## src/rtl/fb_scheduler.sv

```systemverilog
// Framebuffer RAM arbiter: video reads first, then the clear sequencer, then the
// game-logic write port. Upscales the framebuffer and flags the start of vblank.
module fb_scheduler #(
  parameter int H_ACTIVE   = 800,
  parameter int V_ACTIVE   = 600,
  parameter int SCALE_LOG2 = 2,
  parameter int FB_W       = 200,
  parameter int FB_H       = 150,
  parameter int ADDR_W     = 15
) (
  input  logic              clk,
  input  logic              rst,
  input  logic [10:0]       nextH,
  input  logic [9:0]        nextV,
  input  logic              nextActive,
  output logic [5:0]        pixel,
  output logic [ADDR_W-1:0] ram_addr,
  output logic              ram_we,
  output logic [5:0]        ram_wdata,
  input  logic [5:0]        ram_rdata,
  input  logic              wr_valid,
  output logic              wr_ready,
  input  logic [7:0]        wr_x,
  input  logic [7:0]        wr_y,
  input  logic [5:0]        wr_data,
  input  logic              clr_req,
  input  logic [5:0]        clr_color,
  output logic              clr_busy,
  output logic              clr_done,
  output logic              frame_tick
);

  typedef enum logic [0:0] {ST_IDLE = 1'b0, ST_CLEAR = 1'b1} state_t;

  localparam logic [ADDR_W-1:0] FB_W_BITS = ADDR_W'(FB_W);
  localparam logic [ADDR_W-1:0] LAST_ADDR = ADDR_W'(FB_W * FB_H - 1);
  localparam logic [7:0]        FB_W_8    = 8'(FB_W);
  localparam logic [7:0]        FB_H_8    = 8'(FB_H);
  localparam logic [10:0]       H_ACT_11  = 11'(H_ACTIVE);
  localparam logic [9:0]        V_ACT_10  = 10'(V_ACTIVE);

  // Constant-coefficient multiply by FB_W, built from shifted adds only.
  function automatic logic [ADDR_W-1:0] mul_fb_w(input logic [ADDR_W-1:0] v);
    logic [ADDR_W-1:0] acc;
    acc = {ADDR_W{1'b0}};
    for (int i = 0; i < ADDR_W; i++) begin
      if (FB_W_BITS[i]) begin
        acc = acc + (v << i);
      end else begin
        acc = acc;
      end
    end
    return acc;
  endfunction

  state_t            state_r, state_next_s;
  logic [ADDR_W-1:0] clr_cnt_r, clr_cnt_next_s;
  logic [5:0]        clr_color_r, clr_color_next_s;
  logic              clr_done_next_s;
  logic              clr_busy_r, clr_done_r, frame_tick_r;
  logic              vid_rd_q_r, active_q_r;
  logic [5:0]        pixel_reg_r;
  logic              vid_rd_s, wr_in_range_s;
  logic [ADDR_W-1:0] vid_addr_s, wr_addr_s;
  logic [ADDR_W-1:0] ram_addr_s;
  logic [5:0]        ram_wdata_s;
  logic              ram_we_s, wr_ready_s;

  // Range guards keep a misbehaving timing block from reading outside the buffer.
  assign vid_rd_s = nextActive & (nextH < H_ACT_11) & (nextV < V_ACT_10) &
                    (nextH[SCALE_LOG2-1:0] == {SCALE_LOG2{1'b0}});
  assign vid_addr_s = mul_fb_w(ADDR_W'(nextV >> SCALE_LOG2)) + ADDR_W'(nextH >> SCALE_LOG2);
  assign wr_addr_s  = mul_fb_w(ADDR_W'(wr_y)) + ADDR_W'(wr_x);
  assign wr_in_range_s = (wr_x < FB_W_8) & (wr_y < FB_H_8);

  // Per-cycle RAM grant and clear-sequencer next state.
  always_comb begin
    state_next_s     = state_r;
    clr_cnt_next_s   = clr_cnt_r;
    clr_color_next_s = clr_color_r;
    clr_done_next_s  = 1'b0;
    ram_addr_s       = vid_addr_s;
    ram_wdata_s      = 6'd0;
    ram_we_s         = 1'b0;
    wr_ready_s       = 1'b0;
    case (state_r)
      ST_IDLE: begin
        if (clr_req) begin
          state_next_s     = ST_CLEAR;
          clr_cnt_next_s   = {ADDR_W{1'b0}};
          clr_color_next_s = clr_color;
        end else begin
          state_next_s = ST_IDLE;
        end
        if (!vid_rd_s) begin
          wr_ready_s = 1'b1;
          if (wr_valid && wr_in_range_s) begin
            ram_we_s    = 1'b1;
            ram_addr_s  = wr_addr_s;
            ram_wdata_s = wr_data;
          end else begin
            ram_we_s = 1'b0;
          end
        end else begin
          ram_addr_s = vid_addr_s;
        end
      end
      ST_CLEAR: begin
        if (!vid_rd_s) begin
          ram_we_s    = 1'b1;
          ram_addr_s  = clr_cnt_r;
          ram_wdata_s = clr_color_r;
          if (clr_cnt_r == LAST_ADDR) begin
            state_next_s    = ST_IDLE;
            clr_done_next_s = 1'b1;
          end else begin
            clr_cnt_next_s = clr_cnt_r + {{(ADDR_W-1){1'b0}}, 1'b1};
          end
        end else begin
          ram_addr_s = vid_addr_s;
        end
      end
      default: begin
        state_next_s = ST_IDLE;
      end
    endcase
  end

  // No RAM writes or handshakes while reset is asserted.
  assign ram_we    = ram_we_s & ~rst;
  assign wr_ready  = wr_ready_s & ~rst;
  assign ram_addr  = ram_addr_s;
  assign ram_wdata = ram_wdata_s;

  // Sequencer, status and video pipeline registers.
  always_ff @(posedge clk) begin
    if (rst) begin
      state_r      <= ST_IDLE;
      clr_cnt_r    <= {ADDR_W{1'b0}};
      clr_color_r  <= 6'd0;
      clr_busy_r   <= 1'b0;
      clr_done_r   <= 1'b0;
      frame_tick_r <= 1'b0;
      vid_rd_q_r   <= 1'b0;
      active_q_r   <= 1'b0;
      pixel_reg_r  <= 6'd0;
    end else begin
      state_r      <= state_next_s;
      clr_cnt_r    <= clr_cnt_next_s;
      clr_color_r  <= clr_color_next_s;
      clr_busy_r   <= (state_next_s == ST_CLEAR);
      clr_done_r   <= clr_done_next_s;
      frame_tick_r <= (nextH == 11'd0) & (nextV == V_ACT_10);
      vid_rd_q_r   <= vid_rd_s;
      active_q_r   <= nextActive;
      if (vid_rd_q_r) begin
        pixel_reg_r <= ram_rdata;
      end else begin
        pixel_reg_r <= pixel_reg_r;
      end
    end
  end

  // Read data is presented in its own cycle, then held until the next fetch.
  assign pixel      = active_q_r ? (vid_rd_q_r ? ram_rdata : pixel_reg_r) : 6'd0;
  assign clr_busy   = clr_busy_r;
  assign clr_done   = clr_done_r;
  assign frame_tick = frame_tick_r;

endmodule

```

## config.mk

```make
export PLATFORM = sky130hd
export DESIGN_NAME = fb_scheduler
export DESIGN_NICKNAME = d
export VERILOG_FILES = /design/src/rtl/fb_scheduler.sv
export SDC_FILE = /design/constraint.sdc
export NUM_CORES = 1
export LEC_CHECK = 0
export ABC_AREA = 1
export CORE_AREA = 2 2 85 120
export DETAILED_ROUTE_END_ITERATION = 10
export DIE_AREA = 0 0 87 122
export DONT_BUFFER_PORTS = 1
export PLACE_DENSITY = 0.65
export SYNTH_ARGS = -nofsm -noshare
export SYNTH_HDL_FRONTEND = slang
export SYNTH_SLANG_ARGS = --single-unit
```

## constraint.sdc

```tcl
create_clock -name clk -period 3.1 [get_ports clk]
set_input_delay 0.31 -clock clk [delete_from_list [all_inputs] [get_ports clk]]
set_output_delay 0.31 -clock clk [all_outputs]
set_load 0.01 [all_outputs]
```

==> results of run 1 <==
==> state kept, by name (all words and copies together) (netlist names) <==
signal / count
pixel_reg_r: 6
clr_color_r: 6
clr_cnt_r: 15
vid_rd_q_r: 1
active_q_r: 1
clr_done: 1
frame_tick: 1
clr_busy: 1
==> final cells by class <==
cell class / count / area share (%)
multi-input combinational: 507 / 68.8
sequential: 32 / 14.3
inverter: 108 / 9.05
clock buffer: 7 / 3.41
tap: 112 / 3.13
clock inverter: 1 / 0.671
timing repair buffer: 4 / 0.671
==> final timing paths <==
check | from | end | slack, ns | cells past startpoint
setup reg to reg | clr_busy | clr_cnt_r[10] | 1.25 | 6
hold / removal | rst | clr_cnt_r[6] | 0.09 | 1
setup / recovery | nextH[9] | ram_addr[8] | 0.13 | 12
hold reg to reg | clr_color_r[1] | clr_color_r[1] | 0.49 | 2
==> cell families (layout without fill, tap and decap cells) <==
kind of cell	after synthesis	in the layout	share of synthesized area (%)
AO/OA/AOI/OAI	72	72	9.69
multiplexers	6	6	1.42
adder cells (fa/ha/maj)	71	71	23.7
XOR/XNOR	13	13	2.70
flip-flops	32	32	15.2
buffers and inverters	125	120	12.1
AND/OR/NAND/NOR	345	345	35.2
==> placed cells by master, fill, tap and decap left out <==
cell,synthesis,layout
nor4_1,1,1
buf_4,1,4
nand2_4,3,3
nand4_2,1,1
o21bai_1,2,2
inv_2,9,9
nand3_1,65,65
ha_1,56,56
a21o_1,1,1
nor2_2,2,2
fa_1,15,15
nand2_2,7,9
clkbuf_8,0,2
clkbuf_16,0,5
nor3_1,7,7
nand3b_1,2,2
nand4_1,11,11
bufinv_16,0,1
o21ai_0,26,25
o211ai_1,2,2
and2_1,1,1
xor2_1,11,11
nand2_1,159,157
a21oi_1,19,18
xnor2_1,2,2
inv_1,99,99
nor2_1,85,85
nor2_4,1,1
o21ai_1,12,13
mux2i_1,6,6
dfxtp_1,32,32
a211oi_1,1,1
o21ai_2,1,1
a21oi_2,8,9
==> per-layer routing <==
metal / GRT usage [%] / share of wire, %
met1: 24.3 / 43
met2: 36.3 / 49
met3: 3.66 / 6.9
met4: 4.39 / 0.94
met5: 0 / 0
==> power breakdown <==
group / internal (mW) / leakage, nW / switching (mW)
combinational: 0.290 / 1.84 / 0.516
clock: 0.423 / 0.0901 / 0.176
sequential: 0.424 / 0.260 / 0.0138
total: 1.14 / 2.19 / 0.706
==> cell usage after synthesis, types with 3 or more instances <==
| cell | count | share of area (%) |
|---|---|---|
| nand2_1 | 159 | 14 |
| inv_1 | 99 | 8.8 |
| nor2_1 | 85 | 7.6 |
| nand3_1 | 65 | 7.7 |
| ha_1 | 56 | 17 |
| dfxtp_1 | 32 | 15 |
| o21ai_0 | 26 | 3.1 |
| a21oi_1 | 19 | 2.3 |
| fa_1 | 15 | 7.1 |
| o21ai_1 | 12 | 1.4 |
| nand4_1 | 11 | 1.6 |
| xor2_1 | 11 | 2.3 |
| inv_2 | 9 | 0.80 |
| a21oi_2 | 8 | 1.7 |
| nand2_2 | 7 | 1.0 |
| nor3_1 | 7 | 0.83 |
| clkbuf_1 | 6 | 0.53 |
| mux2i_1 | 6 | 1.4 |
| buf_2 | 5 | 0.59 |
| nand2_4 | 3 | 0.80 |
==> flow_summary.ini, run 1 <==
[outcome]
outcome = finished, final reports clean

[setup_path]
required_ns = 2.79
crit_fanout = 3
worstPathCellList = inv_1, fa_1, inv_1, fa_1, ha_1, nand2_1, nand3_1, xnor2_1, nand2_1, o21ai_0, o21ai_1, buf_4
startpoint_type = primary input
crit_buf_inv = 3
crit_slowest_cell = fa_1
worstPathArrival_ns = 2.66
crit_path_end_kind = output port
crit_family = adder cells
path_class = primary input to output port
max_stage_delay_ns = 0.55

[finish]
regArea_um2 = 641
finish.instance_area_mm2 = 0.00448
fin_nets = 789
antenna_cells = 0
area_growth_pct = 6.08
fill_cells = 1013
finalNonFillerCells = 771
multi_input_area_mm2 = 0.00308
final_util_pct = 46.5
drive_gt1_share_pct = 7.13

[clocking]
cts_hold_buf = 0
clockBufferDepth = 2
cts_buffers = 5
clk_latency_ns = 0.28
cts_setup_buffers = 0
cts_tree = yes
h-tree-depth = 2
cts.sinks = 32
clk_pin_slew_worst_paths_ns = 0.05
cts_resized = 0
root_buffer = clkbuf_16

[pwr]
ir_worst_vdd_uv = 233
p_total_mw = 1.84
leakage_nw = 2.19
powerDensity_mw_per_mm2 = 411

[hold_path]
min_path_type = primary input to register

[synth]
ys_seq_elements = 32
syn_nets = 795
async_flop_share_pct = 0
synth.cell_area_mm2 = 0.00422
ys_seq_area_share_pct = 15.2
syn_area_per_cell_um2 = 6.36
synth_flop_cell = dfxtp_1
synthCells = 664
synth_edf_count = 0
synth.distinct_cells = 36
ys_warn_count = 0

[timing]
setup_viol = 0
grt_setup_unrepaired = yes
fin_crit_sh_pct = 95.8
hold_viol_final = 0
worst_pin_slew_ns = 0.821
worst_slack_ns = 0.131
fmax_mhz = 337
holdWs_ns = 0.0937
period_minus_slack_ns = 2.97
tns_ns = 0
fin_skew_ns = 0.00532
slew_viol_final = 0
relSlewSlack_pct = 45.1

[floorplanning]
dieWidth_um = 87
rows = 43
die-area_mm2 = 0.0106
boundaryPins = 92
start_util_pct = 43.8
die_h_um = 122
core_area_mm2 = 0.00963

[route]
vias = 4047
wl_per_cell_um = 13.7
drcViolationCount = 0
firstDrtPassIters = 4
antenna_left = 0
vias_per_cell = 5.25
wl_um = 10600
drt_iter0_markers = 186

[global_route]
grtUsageTotal_pct = 20.1
antenna_found_initial = 0
grt_pass1_vias = 3825
grt_pass1_wl_um = 17100
grt_max_degree = 33
overflow = 0

[place]
placed_area_mm2 = 0.00429
portBuffers = 0
place_hpwl_um = 8750
dp_slack_ns = 0.0519
place.gp.congestion = 0.885
post-place-cells = 763

[flow_run]
max_cap_violations = 0
Note: power is estimated with default switching activity, not from simulation.
==> run 2: changes to the inputs <==
--- a/config.mk
+++ b/config.mk
@@ -10,6 +10,7 @@
 export DETAILED_ROUTE_END_ITERATION = 10
 export DIE_AREA = 0 0 87 122
 export DONT_BUFFER_PORTS = 1
+export HOLD_SLACK_MARGIN = 0.08
 export PLACE_DENSITY = 0.65
 export SYNTH_ARGS = -nofsm -noshare
 export SYNTH_HDL_FRONTEND = slang
==> results of run 2 <==
Same layout as run 1: the final DEF is identical, and so are final timing and power.
==> run 3: changes to the inputs <==
--- a/config.mk
+++ b/config.mk
@@ -6,12 +6,12 @@
 export NUM_CORES = 1
 export LEC_CHECK = 0
 export ABC_AREA = 1
-export CORE_AREA = 2 2 85 120
+export CORE_AREA = 2 2 78 109
 export DETAILED_ROUTE_END_ITERATION = 10
-export DIE_AREA = 0 0 87 122
+export DIE_AREA = 0 0 80 111
 export DONT_BUFFER_PORTS = 1
 export HOLD_SLACK_MARGIN = 0.08
-export PLACE_DENSITY = 0.65
+export PLACE_DENSITY = 0.75
 export SYNTH_ARGS = -nofsm -noshare
 export SYNTH_HDL_FRONTEND = slang
 export SYNTH_SLANG_ARGS = --single-unit
==> run 3 against run 2 <==
  * Flip-flop and latch count is the same
  * Via count is 1.5% higher
  * First-iteration DRC count rose by 19%
  * Critical path type unchanged
  * Maximum frequency grew 2.0%
  * Worst hold slack about the same
  * Register-to-register slack lost 0.18 ns
  * Setup slack improved by 0.057 ns
  * Utilization rose by 9.1 points
  * Critical endpoint unchanged
==> flow_summary.ini, run 3 (synthesized netlist as in run 1, its figures left out) <==
[finish]
largest_registers = clr_cnt_r (15), clr_color_r (6), pixel_reg_r (6)
regArea_um2 = 641
fill_cells = 827
largest_register_ffs = 15
fin_nets = 788
antenna_cells = 0
top_register = clr_cnt_r
multi_input_area_mm2 = 0.00310
area_growth_pct = 5.31
final_util_pct = 55.6
final_common_cell = nand2_1
drive_gt1_share_pct = 7.14
mostFrequentLayoutCells = nand2_1, inv_1, nor2_1, nand3_1, ha_1

[clocking]
clk_pin_slew_worst_paths_ns = 0.05
clk_latency_ns = 0.28
cts.sinks = 32
cts_buffers = 5
root_buffer = clkbuf_16
cts_hold_buf = 0
clockBufferDepth = 2
h-tree-depth = 2
cts_setup_buffers = 0
cts_tree = yes

[route]
antenna_left = 0
drcViolationCount = 0
vias = 4107
firstDrtPassIters = 4
wl_per_cell_um = 13.4
drt_iter0_markers = 221
wl_um = 10200
vias_per_cell = 5.40

[place]
portBuffers = 0
place_hpwl_um = 8420
place.gp.congestion = 0.921
dp_slack_ns = 0.0465

[setup_path]
rr_worst_depth = 6
path_class = primary input to output port
worstPathArrival_ns = 2.60
r2r_setup_slack_ns = 1.07
startpoint_type = primary input
required_ns = 2.79
crit_path_end_kind = output port
reg2reg_to = clr_cnt_r[10]
crit_fanout = 5
reg2reg_from = clr_busy

[pwr]
leakage_nw = 2.17
p_total_mw = 1.75
ir_worst_vdd_uv = 261
powerDensity_mw_per_mm2 = 393

[hold_path]
min_path_type = primary input to register
hold_start = rst
whs_endpoint = clr_cnt_r[7]
holdPathStages = 1

[floorplanning]
boundaryPins = 92
die_h_um = 111
rows = 39
die-area_mm2 = 0.00888
core_area_mm2 = 0.00800
dieWidth_um = 80
start_util_pct = 52.8

[global_route]
grtUsageTotal_pct = 23.6
overflow = 0
grt_pass1_wl_um = 17200
grt_pass1_vias = 3966
antenna_found_initial = 0
grt_max_degree = 38

[timing]
fmax_mhz = 343
slew_viol_final = 0
grt_setup_unrepaired = no
period_minus_slack_ns = 2.91
holdWs_ns = 0.0935
tns_ns = 0
relSlewSlack_pct = 59.9
fin_skew_ns = 0.00272
hold_viol_final = 0
worst_slack_ns = 0.188
setup_viol = 0
fin_crit_sh_pct = 93.9
worst_pin_slew_ns = 0.600

[flow_run]
max_cap_violations = 0

[outcome]
outcome = finished, final reports clean
-- run 3: changes by cell type in the layout (fill, tap and decap cells not counted) --
cell and change:
clkinv_2 +2, ha_1 -2, ha_4 +2, a21oi_1 +1
a21oi_2 -1, buf_4 -1, bufinv_16 -1, clkbuf_8 -1
-- run 3: report_power, final --
part           total, mW  internal, mW  switching [mW]  leakage, nW
clock              0.490         0.316           0.174       0.0766
sequential         0.437         0.424          0.0133        0.260
combinational      0.821         0.300           0.521         1.83
total               1.75          1.04           0.708         2.17
-- run 3: worst max path at each step --
stage | start | endpoint | slack (ns) | depth (start not counted)
floorplan | nextH[9] | ram_addr[8] | 0.29 | 11
global placement | nextH[9] | ram_addr[8] | 0.08 | 12
detailed placement | nextV[2] | ram_addr[8] | 0.05 | 12
CTS | nextV[2] | ram_addr[8] | 0.04 | 12
global route | nextV[4] | ram_addr[14] | 0.02 | 12
finish | nextV[2] | ram_addr[8] | 0.19 | 12
-- run 3: through the flow --
stage / instance area [um2] / instances
after CTS: 4420 / 760
after floorplan: 4220 / 664
after global routing: 4450 / 760
final: 4450 / 760
after detailed placement: 4270 / 752
after global placement: 4270 / 752
-- run 3: cell type report --
type                    count  area share, %
clock buffers               6           3.12
clock inverters             2          0.225
inverters                 108           9.12
multi-input cells         507           69.7
flip-flops and latches     32           14.4
well taps                 102           2.87
repair buffers              3          0.507
-- run 3: what timing repair did --
| item | in CTS | in global routing |
|---|---|---|
| endpoints found under the hold margin | 0 | 0 |
| gates resized for setup | 0 | 5 |
| endpoints found under the setup margin | 0 | 3 |
-- run 3: per-layer routing --
| metal | track usage [%] | wire, um | up-vias |
|---|---|---|---|
| met4 | 6.10 | 161 | 0 |
| met5 | 0 | 0 | - |
| li1 | - | - | 2101 |
| met1 | 28.5 | 4310 | 1867 |
| met3 | 4.48 | 659 | 12 |
| met2 | 42.1 | 5050 | 127 |
-- run 3: critical path, stage by stage --
cell	delay [ns]
inv_1	0.07
fa_1	0.51
inv_1	0.05
fa_1	0.55
ha_4	0.23
nand2_1	0.08
nand3_1	0.15
xnor2_1	0.18
nand2_1	0.06
o21ai_0	0.09
o21ai_1	0.17
buf_4	0.15
